[src/rtl/u_rec_pkg.sv]
// Shared definitions for the UART receive deframer: state encodings, line levels,
// bit-cell timing constants and the word alignment helper.
package u_rec_pkg;

    localparam int DEF_WORD_LEN = 8;
    localparam int OVS          = 16;
    localparam int MID          = 7;

    localparam logic LO = 1'b0;
    localparam logic HI = 1'b1;

    typedef enum logic [2:0] {
        R_IDLE  = 3'd0,
        R_START = 3'd1,
        R_DATA  = 3'd2,
        R_STOP  = 3'd3,
        R_BREAK = 3'd4
    } rec_state_t;

    // Data enters at the top of the shift register, so short words sit in the upper bits.
    function automatic logic [7:0] align_word(input logic [7:0] shift_word, input int word_len);
        return shift_word >> (8 - word_len);
    endfunction

endpackage

[src/rtl/u_rec_if.sv]
// Host-side and line-side signal bundle of the UART receive deframer.
interface u_rec_if;

    logic       uart_recH;
    logic [7:0] rec_dataH;
    logic       rec_validH;
    logic       rec_ackH;
    logic       frame_errH;
    logic       overrun_errH;
    logic       rec_busyH;

    modport master (
        input  uart_recH,
        input  rec_ackH,
        output rec_dataH,
        output rec_validH,
        output frame_errH,
        output overrun_errH,
        output rec_busyH
    );

    modport slave (
        output uart_recH,
        output rec_ackH,
        input  rec_dataH,
        input  rec_validH,
        input  frame_errH,
        input  overrun_errH,
        input  rec_busyH
    );

endinterface

[src/rtl/u_rec_sync.sv]
// Two-flop synchronizer for the asynchronous serial line plus a falling-edge detector
// on the synchronized value. All flops reset to the idle (high) line level.
module u_rec_sync
    import u_rec_pkg::*;
(
    input  logic clk,
    input  logic rst,
    input  logic line,
    output logic rx_s,
    output logic fall
);

    logic meta;
    logic sync;
    logic sync_d;

    always_ff @(posedge clk) begin
        if (rst) begin
            meta   <= HI;
            sync   <= HI;
            sync_d <= HI;
        end else begin
            meta   <= line;
            sync   <= meta;
            sync_d <= sync;
        end
    end

    assign rx_s = sync;
    assign fall = (sync_d == HI) && (sync == LO);

endmodule

[src/rtl/u_rec.sv]
// UART receive deframer: validates the start bit, samples the data bits mid-cell LSB-first,
// checks the stop bit and hands the word to the host through a valid/ack handshake.
module u_rec
    import u_rec_pkg::*;
#(
    parameter int WORD_LEN = DEF_WORD_LEN
) (
    input  logic     sys_clk,
    input  logic     sys_rst,
    u_rec_if.master  bus
);

    rec_state_t state;
    rec_state_t state_next;

    logic [3:0] cell_cnt;
    logic [3:0] cell_next;
    logic [3:0] bit_cnt;
    logic [3:0] bit_next;
    logic [7:0] shift_reg;
    logic [7:0] shift_next;

    logic       rx_s;
    logic       fall;
    logic       cell_end;
    logic       byte_done;
    logic       stop_bad;

    logic [7:0] rec_data;
    logic       rec_valid;
    logic       frame_err;
    logic       overrun_err;

    u_rec_sync u_sync (
        .clk  (sys_clk),
        .rst  (sys_rst),
        .line (bus.uart_recH),
        .rx_s (rx_s),
        .fall (fall)
    );

    assign cell_end = (cell_cnt == 4'(OVS - 1));

    always_ff @(posedge sys_clk) begin
        if (sys_rst) begin
            state     <= R_IDLE;
            cell_cnt  <= '0;
            bit_cnt   <= '0;
            shift_reg <= '0;
        end else begin
            state     <= state_next;
            cell_cnt  <= cell_next;
            bit_cnt   <= bit_next;
            shift_reg <= shift_next;
        end
    end

    // Leaving R_START after half a cell puts every later cell_end at the middle of a bit.
    always_comb begin
        state_next = state;
        cell_next  = cell_cnt;
        bit_next   = bit_cnt;
        shift_next = shift_reg;
        byte_done  = 1'b0;
        stop_bad   = 1'b0;

        case (state)
            R_IDLE: begin
                cell_next = '0;
                if (fall) begin
                    state_next = R_START;
                end
            end

            R_START: begin
                if (cell_cnt == 4'(MID)) begin
                    cell_next = '0;
                    bit_next  = '0;
                    if (rx_s == HI) begin
                        state_next = R_IDLE;
                    end else begin
                        state_next = R_DATA;
                    end
                end else begin
                    cell_next = cell_cnt + 4'd1;
                end
            end

            R_DATA: begin
                cell_next = cell_cnt + 4'd1;
                if (cell_end) begin
                    shift_next = {rx_s, shift_reg[7:1]};
                    bit_next   = bit_cnt + 4'd1;
                    if (bit_cnt == 4'(WORD_LEN - 1)) begin
                        state_next = R_STOP;
                    end
                end
            end

            R_STOP: begin
                cell_next = cell_cnt + 4'd1;
                if (cell_end) begin
                    if (rx_s == HI) begin
                        byte_done  = 1'b1;
                        state_next = R_IDLE;
                    end else begin
                        stop_bad   = 1'b1;
                        state_next = R_BREAK;
                    end
                end
            end

            R_BREAK: begin
                cell_next = '0;
                if (rx_s == HI) begin
                    state_next = R_IDLE;
                end
            end

            default: begin
                state_next = R_IDLE;
                cell_next  = '0;
                bit_next   = '0;
            end
        endcase
    end

    // A completing word always wins; an ack in that same cycle absorbs the old word instead of overrunning.
    always_ff @(posedge sys_clk) begin
        if (sys_rst) begin
            rec_data    <= '0;
            rec_valid   <= 1'b0;
            frame_err   <= 1'b0;
            overrun_err <= 1'b0;
        end else begin
            frame_err <= stop_bad;
            if (byte_done) begin
                rec_data  <= align_word(shift_reg, WORD_LEN);
                rec_valid <= 1'b1;
                if (rec_valid && !bus.rec_ackH) begin
                    overrun_err <= 1'b1;
                end else if (rec_valid && bus.rec_ackH) begin
                    overrun_err <= 1'b0;
                end
            end else if (rec_valid && bus.rec_ackH) begin
                rec_valid   <= 1'b0;
                overrun_err <= 1'b0;
            end
        end
    end

    assign bus.rec_dataH    = rec_data;
    assign bus.rec_validH   = rec_valid;
    assign bus.frame_errH   = frame_err;
    assign bus.overrun_errH = overrun_err;
    assign bus.rec_busyH    = (state != R_IDLE);

endmodule

[src/flat_wrapper.sv]
// flat-port wrapper written by rule: the top's interface ports become plain ports
module u_rec_flat import u_rec_pkg::*;
#(
    parameter int WORD_LEN = DEF_WORD_LEN
)
  (sys_clk, sys_rst, bus_uart_recH, bus_rec_ackH, bus_rec_dataH, bus_rec_validH, bus_frame_errH, bus_overrun_errH, bus_rec_busyH);
  u_rec_if bus_i ();
  input  logic sys_clk;
  input  logic sys_rst;
  input wire logic [$bits(bus_i.uart_recH)-1:0] bus_uart_recH;
  input wire logic [$bits(bus_i.rec_ackH)-1:0] bus_rec_ackH;
  output wire logic [$bits(bus_i.rec_dataH)-1:0] bus_rec_dataH;
  output wire logic [$bits(bus_i.rec_validH)-1:0] bus_rec_validH;
  output wire logic [$bits(bus_i.frame_errH)-1:0] bus_frame_errH;
  output wire logic [$bits(bus_i.overrun_errH)-1:0] bus_overrun_errH;
  output wire logic [$bits(bus_i.rec_busyH)-1:0] bus_rec_busyH;
  assign bus_i.uart_recH = bus_uart_recH;
  assign bus_i.rec_ackH = bus_rec_ackH;
  assign bus_rec_dataH = bus_i.rec_dataH;
  assign bus_rec_validH = bus_i.rec_validH;
  assign bus_frame_errH = bus_i.frame_errH;
  assign bus_overrun_errH = bus_i.overrun_errH;
  assign bus_rec_busyH = bus_i.rec_busyH;
  u_rec #(.WORD_LEN(WORD_LEN)) u_core (.sys_clk(sys_clk), .sys_rst(sys_rst), .bus(bus_i));
endmodule
[config.mk]
export PLATFORM = sky130hd
export DESIGN_NAME = u_rec_flat
export DESIGN_NICKNAME = d
export VERILOG_FILES = /design/src/rtl/u_rec_pkg.sv /design/src/rtl/u_rec_if.sv /design/src/rtl/u_rec_sync.sv /design/src/rtl/u_rec.sv /design/src/flat_wrapper.sv
export SDC_FILE = /design/constraint.sdc
export NUM_CORES = 1
export LEC_CHECK = 0
export CAP_MARGIN = 15
export CORE_MARGIN = 2
export CORE_UTILIZATION = 48
export CTS_CLUSTER_SIZE = 14
export DETAILED_ROUTE_END_ITERATION = 10
export PLACE_DENSITY = 0.78
export SLEW_MARGIN = 10
export SYNTH_ARGS = -nofsm -noshare
export SYNTH_HDL_FRONTEND = slang
export SYNTH_SLANG_ARGS = --single-unit
[constraint.sdc]
create_clock -name sys_clk -period 1.7 [get_ports sys_clk]
set_input_delay 0.17 -clock sys_clk [delete_from_list [all_inputs] [get_ports sys_clk]]
set_output_delay 0.17 -clock sys_clk [all_outputs]
set_load 0.1 [all_outputs]
Word level (Yosys, flattened, before mapping):

Index checks and enable logic that the tools add are counted.

* register bits: 33
* bits in latches: 0
* bits in writable memories: 0
* bits in read-only memories: 0
* input bits: 4
* output and inout bits: 12
* word-level logic and storage cells: 66
* memories kept: 0

* add/subtract/negate cells: 2
* $mul: 0
* div/mod/pow operators: 0
* magnitude comparators: 0
* equal/unequal tests: 13
* shift-type cells: 0
* multiplexer cells: 23
* bitwise gates (word level): 4
* reductions and logical operators: 13

Operators with widths (number)
* 2-to-1 mux 3 bit: 7
* case mux 3 bit (5 select lines): 1
* 2-to-1 mux 4 bit: 3
* case mux 4 bit (3 select lines): 1
* != test 2 x 1 -> 1 bit, second input constant: 5
* 2-to-1 mux 1 bit: 9
* adder 4 x 1 -> 4 bit, second input constant: 2
* equality test 4 x 3 -> 1 bit, second input constant: 2
* case mux 4 bit (2 select lines): 1
* equality test 3 x 2 -> 1 bit, second input constant: 2
* AND reduction 6 bit: 1
* OR reduction 3 bit: 2
* equality test 4 bit, second input constant: 1
* NOT 1 bit: 4
* equality test 3 x 1 -> 1 bit, second input constant: 1
* equality test 3 bit, second input constant: 1
* logical AND 1 bit: 3
* logical NOT 3 bit: 1
* AND reduction 3 bit: 1
* nonzero test 3 bit: 1
* 2-to-1 mux 2 bit: 1
* != test 2 bit, second input constant: 1
* AND reduction 2 bit: 1
* nonzero test 2 bit: 1
* other kinds (2): 2

Longest topological paths before layout:

Gate-level depths: netlist of run 1.

* depth in word-level cells: 4
* mapped depth: 7
* mapped depth without buffers: 5

By module:

From an unflattened synthesis of run 1, not the netlist that was laid out.

* cell total of the unflattened synthesis: 148
* area, all modules: 1358.8 um^2

By module, submodules not included
* u_rec: instances 1, cells each 141, area an instance 1273.7 um^2, seq. area each 600.6 um^2
* u_rec_sync: instances 1, cells each 7, area an instance 85.1 um^2, seq. area each 60.1 um^2

Worst setup path before layout of run 1:

OpenSTA, ideal clock, no wires.

* path kind: register -> register
* start: reg u_core.cell_cnt[0]
* end: reg u_core.bit_cnt[1]
* setup time: 0.070 ns
* arrival time: 1.579 ns
* data required time: 1.630 ns
* path slack: 0.051 ns
* cell stages (with the launch flop): 6
* path buffers: 0
* clock period less this slack: 1.649 ns
* path through: dfxtp_1 -> ha_1 -> nand3b_1 -> a32o_2 -> or4_1 -> a21oi_1

* longest elaborated chain between the ends: 3
* elaborated cells between the ends (all ways): 5
* those cells by class: eq/ne (4); reduce/logical (1)

RTL lines
* from (decl): line u_rec.sv:16 `logic [3:0] cell_cnt;`
* from (signal assigned): line u_rec.sv:52 `cell_cnt <= cell_next;`
* equality test 4 bit / equality test 4 x 3 -> 1 bit (equally long branches): line u_rec.sv:42, u_rec.sv:76
* != test 2 x 1 -> 1 bit (no line)
* AND reduction 3 bit (no line) (*)
* to (signal assigned): line u_rec.sv:53 `bit_cnt <= bit_next;`
* to (decl): line u_rec.sv:18 `logic [3:0] bit_cnt;`

Every way passes the cells marked *; elsewhere a longest branch is shown, timed or not.
A chain may end at the register's enable or synchronous reset.

Final worst setup path of run 1:

* start: reg u_core.state[0]
* end: out bus_rec_busyH

* longest elaborated chain between the ends: 1

RTL lines
* from (decl): line u_rec.sv:13 `rec_state_t state;`
* from (signal assigned): line u_rec.sv:51 `state <= state_next;`
* nonzero test 3 bit: line u_rec.sv:156 `assign bus.rec_busyH = (state != R_IDLE);`
* to (decl): line flat_wrapper.sv:16 `output wire logic [$bits(bus_i.rec_busyH)-1:0] bus_rec_busyH;`

No other way between the ends.

==> impl_metrics.py, run 1 <==
metrics = {
    "status": {
        "status": "finished, final reports clean",
    },
    "floorplan": {
        "dieArea_mm2": 0.00324,
        "chipHeight_um": 56.9,
        "num_io_pins": 16,
        "rows": 19,
        "initial_core_util_pct": 49.6,
        "die_w_um": 56.9,
        "core_region_area_mm2": 0.00271,
    },
    "min_path": {
        "holdPathStages": 2,
        "hold_end": "u_core.u_sync.meta",
        "hold_path_class": "input pin to flip-flop",
        "hold_start": "bus_uart_recH",
    },
    "route": {
        "ant_nets": 0,
        "drc": 0,
        "post_drt_wl_per_cell_um": 12.6,
        "route.vias.total": 1104,
        "wl_mm": 2.53,
        "first_pass_iters": 4,
        "initialDrtViolationCount": 32,
        "via_per_inst": 5.49,
    },
    "place": {
        "hpwl_mm": 1.80,
        "gp_congestion": 0.811,
        "dp.cells": 193,
        "port_buffers": 15,
        "place_area_mm2": 0.00157,
    },
    "sta": {
        "setup_violations": 0,
        "final_max_slew_viol_count": 0,
        "relSlewSlack_pct": 73.6,
        "fmax_mhz": 613,
        "hold_violations": 0,
        "post-route-min-period_ns": 1.63,
        "skew_ns": 0.0124,
        "min_period_over_period_pct": 95.9,
        "tns_ns": 0,
        "worstMarginPinSlew_ns": 0.395,
    },
    "pwr": {
        "peakVddDrop_v": 0.000823,
        "p_leak_nw": 0.624,
        "power_mw": 1.49,
        "p_per_area_mw_per_mm2": 894,
    },
    "cells_and_area": {
        "final_common_cell": "dfxtp_1",
        "final_cell_mix": "31 x dfxtp_1, 20 x nand2_1, 18 x buf_4, 15 x a21oi_1, 15 x nor2_1",
        "drive_above_1_share_pct": 22.9,
        "antenna_cells": 0,
        "final_cell_area_mm2": 0.00167,
        "final_cells": 201,
        "areaGrowthSynthToFinish_pct": 24.4,
        "nets": 175,
        "fin_util_pct": 61.7,
    },
    "global_route": {
        "antenna_found_initial": 0,
        "grt_max_degree": 17,
        "overflow": 0,
        "grt_pass1_vias": 1074,
        "grtUsageTotal_pct": 18.2,
        "grt_pass1_wl_mm": 4.60,
    },
    "critical_path": {
        "cp_cell_sequence": "buf_4, or3_1, buf_12",
        "ff2ff_setup_slack_ns": 0.08,
        "r2r-end": "u_core.bit_cnt[1]",
        "cp.arrival_ns": 1.46,
        "critPathCaptureType": "primary output",
        "cp.required_ns": 1.53,
        "crit_type": "flip-flop to primary output",
        "cpMaxStageDelayCell": "dfxtp_1",
        "start_kind": "flip-flop",
        "r2r_cells": 5,
        "r2r-start": "u_core.cell_cnt[0]",
        "cp_max_fo": 9,
        "slowest_delay_ns": 0.41,
    },
    "clock_network": {
        "clockBufferDepth": 2,
        "cts_buffers": 5,
        "cts-root-buf": "clkbuf_4",
        "cts_tree": "yes",
        "htreeDepth": 2,
        "ctsHoldBuffers": 0,
        "insertion_delay_ns": 0.34,
        "clkSinkCount": 33,
        "clkTransAtPathRegs_ns": 0.11,
        "cts_setup_buffers": 0,
    },
    "yosys": {
        "yosysWarningCount": 0,
        "avgSynthCellArea_um2": 9.28,
        "synthDistinctLibCells": 42,
        "syn_area_mm2": 0.00135,
        "syn_nets": 151,
        "syn_inst": 145,
        "seq_area_frac_synth_pct": 49.1,
        "synth_seq_cells": 33,
    },
    "job": {
        "max_cap_violations": 0,
    },
}
## repair_timing
| item | CTS | global route |
|---|---|---|
| pin swaps | 0 | 2 |
| cloned | 0 | 0 |
| setup endpoints to repair | 1 | 4 |
| gates resized for setup | 2 | 3 |
## metrics by stage
| step | hold WS [ns] | setup slack [ns] |
|---|---|---|
| 6_report | 0.390 | 0.0697 |
| 5_1_grt | 0.407 | -0.00104 |
| 4_1_cts | 0.374 | 0.00464 |
| 3_5_place_dp | 0.403 | -0.0333 |
| 3_3_place_gp | 0.401 | 0.0349 |
| 2_1_floorplan | 0.268 | 0.0507 |
## worst max-delay path, delay by kind of cell, from the launching register on
kind                   cells  cell delay (ns)
AND/OR/NAND/NOR            1             0.35
flip-flops                 1             0.41
buffers and inverters      2             0.37
## per-layer routing
metal  GRT usage [%]  vias to the layer above  part of all wire (%)
met5               0                        -                     0
met4            11.0                        0                   1.6
met3            6.35                        7                   4.7
met2            28.4                       22                    51
met1            21.5                      515                    43
li1                -                      560                     -
## cell families after synthesis
| family | share of synthesized area [%] |
|---|---|
| AO/OA/AOI/OAI | 12.8 |
| AND/OR/NAND/NOR | 24.9 |
| XOR/XNOR | 1.30 |
| flip-flops | 49.1 |
| buffers and inverters | 4.00 |
| multiplexers | 5.95 |
| adder cells (fa/ha/maj) | 1.86 |
## worst max-delay path by stage
stage	slack [ns]	endpoint	from	depth (start not counted)
global route	-0.001	bus_rec_busyH	u_core.state[0]	3
global placement	0.03	u_core.bit_cnt[1]	u_core.cell_cnt[0]	5
CTS	0.005	u_core.bit_cnt[1]	u_core.cell_cnt[0]	5
floorplan	0.05	u_core.bit_cnt[1]	u_core.cell_cnt[0]	5
finish	0.07	bus_rec_busyH	u_core.state[0]	3
detailed placement	-0.03	u_core.bit_cnt[1]	u_core.cell_cnt[0]	5
## synthesized netlist by cell type
library cell / number / area share (%)
or2_2: 2 / 0.93
and3_2: 1 / 0.56
nand3_1: 3 / 1.1
buf_2: 3 / 1.1
o41ai_1: 1 / 0.65
a211oi_1: 2 / 1.1
or4bb_1: 1 / 0.84
or3b_1: 2 / 1.3
buf_6: 1 / 0.84
nor2_1: 15 / 4.2
a211o_1: 1 / 0.65
a21oi_1: 15 / 5.6
ha_1: 2 / 1.9
a32o_2: 1 / 0.84
and3_1: 1 / 0.47
a21o_1: 1 / 0.56
nor2_4: 1 / 0.84
o21ai_0: 1 / 0.37
o21a_1: 1 / 0.56
nor4_1: 2 / 0.93
and3b_1: 1 / 0.65
a22oi_1: 1 / 0.56
or3_1: 4 / 1.9
xor2_1: 1 / 0.65
xnor2_1: 1 / 0.65
nand2b_1: 1 / 0.47
nand3b_1: 2 / 1.1
o31ai_1: 1 / 0.56
or4_1: 1 / 0.56
nor3_1: 2 / 0.74
dfxtp_1: 33 / 49
clkbuf_1: 2 / 0.56
mux2i_1: 8 / 6.0
dlygate4sd1_1: 1 / 0.65
nand3_2: 1 / 0.74
nor4b_1: 1 / 0.65
and2_1: 1 / 0.47
nand2_1: 20 / 5.6
inv_1: 3 / 0.84
o211ai_1: 1 / 0.56
nor3b_2: 1 / 0.93
a2111o_1: 1 / 0.84
## final cells by class
cell class	count	area (µm²)
fillers	232	1040
flip-flops and latches	33	666
multi-input cells	102	643
repair buffers	24	225
clock buffers	6	51.3
well taps	31	38.8
clock inverters	2	37.5
inverters	3	11.3
## power by group
group	switching [mW]	leakage, nW	internal, mW	total, mW
sequential	0.00874	0.268	0.779	0.787
combinational	0.0542	0.311	0.0381	0.0923
clock	0.266	0.0445	0.349	0.615
total	0.329	0.624	1.17	1.49
No activity file was read; power rests on OpenSTA's default activity.
==> run 2: changes to the inputs <==
--- a/config.mk
+++ b/config.mk
@@ -8,6 +8,7 @@
 export CAP_MARGIN = 15
 export CORE_MARGIN = 2
 export CORE_UTILIZATION = 48
+export CTS_CLUSTER_DIAMETER = 120
 export CTS_CLUSTER_SIZE = 14
 export DETAILED_ROUTE_END_ITERATION = 10
 export PLACE_DENSITY = 0.78
==> results of run 2 <==
The final DEF is identical to that of run 1; final timing and power are the same.
==> run 3: changes to the inputs <==
--- a/config.mk
+++ b/config.mk
@@ -12,6 +12,7 @@
 export CTS_CLUSTER_SIZE = 14
 export DETAILED_ROUTE_END_ITERATION = 10
 export PLACE_DENSITY = 0.78
+export REMOVE_ABC_BUFFERS = 1
 export SLEW_MARGIN = 10
 export SYNTH_ARGS = -nofsm -noshare
 export SYNTH_HDL_FRONTEND = slang
==> run 3 against run 2 <==
  * Register-to-register slack got worse by 0.02 ns
  * Largest power group unchanged
  * Core utilization decreased by 1.5 points
  * Largest cell class unchanged
  * Global-route usage increased by 0.28 points
  * Worst hold slack improved by 0.015 ns
==> impl_metrics.py, run 3 (synthesis gave the netlist of run 1 again) <==
metrics = {
    "pwr": {
        "p_leak_nw": 0.608,
        "p_per_area_mw_per_mm2": 789,
        "peakVddDrop_v": 0.000664,
    },
    "route": {
        "initialDrtViolationCount": 22,
        "drc": 0,
        "wl_mm": 2.56,
        "via_per_inst": 5.43,
        "route.vias.total": 1085,
        "post_drt_wl_per_cell_um": 12.8,
        "ant_nets": 0,
        "first_pass_iters": 4,
    },
    "cells_and_area": {
        "final_cell_area_mm2": 0.00163,
        "areaGrowthSynthToFinish_pct": 21.3,
        "final_common_cell": "dfxtp_1",
        "final_cell_mix": "29 x dfxtp_1, 20 x nand2_1, 17 x buf_4, 15 x a21oi_1, 15 x nor2_1",
        "antenna_cells": 0,
        "n_fill_cell": 254,
        "drive_above_1_share_pct": 23.7,
        "nets": 174,
    },
    "global_route": {
        "antenna_found_initial": 0,
        "grt_pass1_wl_mm": 4.57,
        "overflow": 0,
        "grt_pass1_vias": 1050,
        "grt_max_degree": 24,
        "grtUsageTotal_pct": 18.5,
    },
    "clock_network": {
        "cts_tree": "yes",
        "insertion_delay_ns": 0.33,
        "cts-root-buf": "clkbuf_4",
        "clockBufferDepth": 2,
        "ctsHoldBuffers": 0,
        "clkTransAtPathRegs_ns": 0.10,
        "cts_setup_buffers": 0,
        "htreeDepth": 2,
        "cts_buffers": 5,
        "clkSinkCount": 33,
    },
    "floorplan": {
        "num_io_pins": 16,
        "die_w_um": 56.9,
        "dieArea_mm2": 0.00324,
        "core_region_area_mm2": 0.00271,
        "chipHeight_um": 56.9,
        "rows": 19,
        "initial_core_util_pct": 49.6,
    },
    "min_path": {
        "hold_end": "u_core.u_sync.meta",
        "hold_path_class": "input pin to flip-flop",
        "holdPathStages": 2,
        "hold_start": "bus_uart_recH",
    },
    "place": {
        "place_area_mm2": 0.00156,
        "gp_congestion": 0.809,
        "port_buffers": 15,
        "hpwl_mm": 1.82,
    },
    "critical_path": {
        "r2r-start": "u_core.cell_cnt[0]",
        "critPathTopFamily": "simple AND/OR/NAND/NOR gates",
        "cpMaxStageDelayCell": "or4_1",
        "start_kind": "flip-flop",
        "crit_start": "u_core.cell_cnt[0]",
        "critPathBufInv": 0,
        "slowest_delay_ns": 0.52,
        "critPathCaptureType": "flip-flop",
        "cp.arrival_ns": 1.91,
        "cp_cell_sequence": "ha_4, nand3b_1, a32o_2, or4_1, a21oi_1",
        "cp_max_fo": 4,
        "crit_type": "flip-flop to flip-flop",
        "r2r_cells": 5,
        "cp.required_ns": 1.97,
        "ff2ff_setup_slack_ns": 0.06,
        "r2r-end": "u_core.bit_cnt[1]",
    },
    "sta": {
        "final_max_slew_viol_count": 0,
        "worstMarginPinSlew_ns": 0.403,
        "skew_ns": 0.00970,
        "fmax_mhz": 611,
        "relSlewSlack_pct": 73.0,
        "min_period_over_period_pct": 96.2,
        "setup_violations": 0,
        "fin_hold_ws_ns": 0.405,
        "hold_violations": 0,
        "post-route-min-period_ns": 1.64,
    },
    "status": {
        "status": "finished, final reports clean",
    },
    "job": {
        "max_cap_violations": 0,
    },
}
## run 3: cell types whose count changed in the layout (fill, tap and decap cells not counted)
cell | before | now
dfxtp_2 | 1 | 3
and3b_1 | 1 | 0
clkbuf_1 | 0 | 1
bufinv_16 | 1 | 0
dfxtp_1 | 31 | 29
clkinvlp_4 | 1 | 0
buf_4 | 18 | 17
clkbuf_8 | 1 | 0
clkinv_2 | 0 | 2
and3b_2 | 0 | 1
## run 3: metrics by stage
stage,instances,util [%],setup TNS (ns),total power [mW],setup WS [ns]
final,200,60.2,0,1.29,0.0638
after global routing,200,60.2,-0.000121,1.35,-0.000121
after CTS,200,59.6,0,1.31,0.0164
after detailed placement,192,57.5,-0.0268,0.893,-0.0268
after global placement,192,57.5,0,0.891,0.0614
after floorplan,138,-,0,0.849,0.0511
## run 3: layer usage
layer,GRT usage (%),wire length (µm)
met5,0,0
met4,9.97,50
met2,29.2,1240
met3,6.12,102
met1,22.2,1170
## run 3: how the worst max path moves through the flow
stage	slack [ns]	cells past startpoint	end
final	0.06	5	u_core.bit_cnt[1]
after floorplan	0.05	5	u_core.bit_cnt[1]
after global placement	0.06	5	u_core.bit_cnt[1]
after detailed placement	-0.03	5	u_core.bit_cnt[1]
after CTS	0.02	5	u_core.bit_cnt[1]
after global routing	-0.0001	5	u_core.bit_cnt[1]
## run 3: repair_timing
action                                  CTS  global route
resized for setup                         2             6
cloned                                    0             0
endpoints found under the setup margin    1            13
pin swaps                                 0             1
## run 3: worst reg2reg max path: stages, from the launching register on
cell,delay (ns)
dfxtp_4,0.37
ha_4,0.15
nand3b_1,0.09
a32o_2,0.31
or4_1,0.52
a21oi_1,0.15
## run 3: cell type report
| type | count | area [µm²] | share of cell area, % |
|---|---|---|---|
| multi-input combinational | 102 | 644 | 39.5 |
| timing repair buffer | 23 | 218 | 13.3 |
| clock inverter | 2 | 10.0 | 0.613 |
| clock buffer | 6 | 41.3 | 2.53 |
| sequential | 33 | 668 | 41.0 |
| tap | 31 | 38.8 | 2.38 |
| inverter | 3 | 11.3 | 0.690 |
## run 3: power by group
| group | switching, mW | internal [mW] |
|---|---|---|
| clock | 0.254 | 0.157 |
| combinational | 0.0532 | 0.0355 |
| sequential | 0.00912 | 0.779 |
| total | 0.316 | 0.972 |
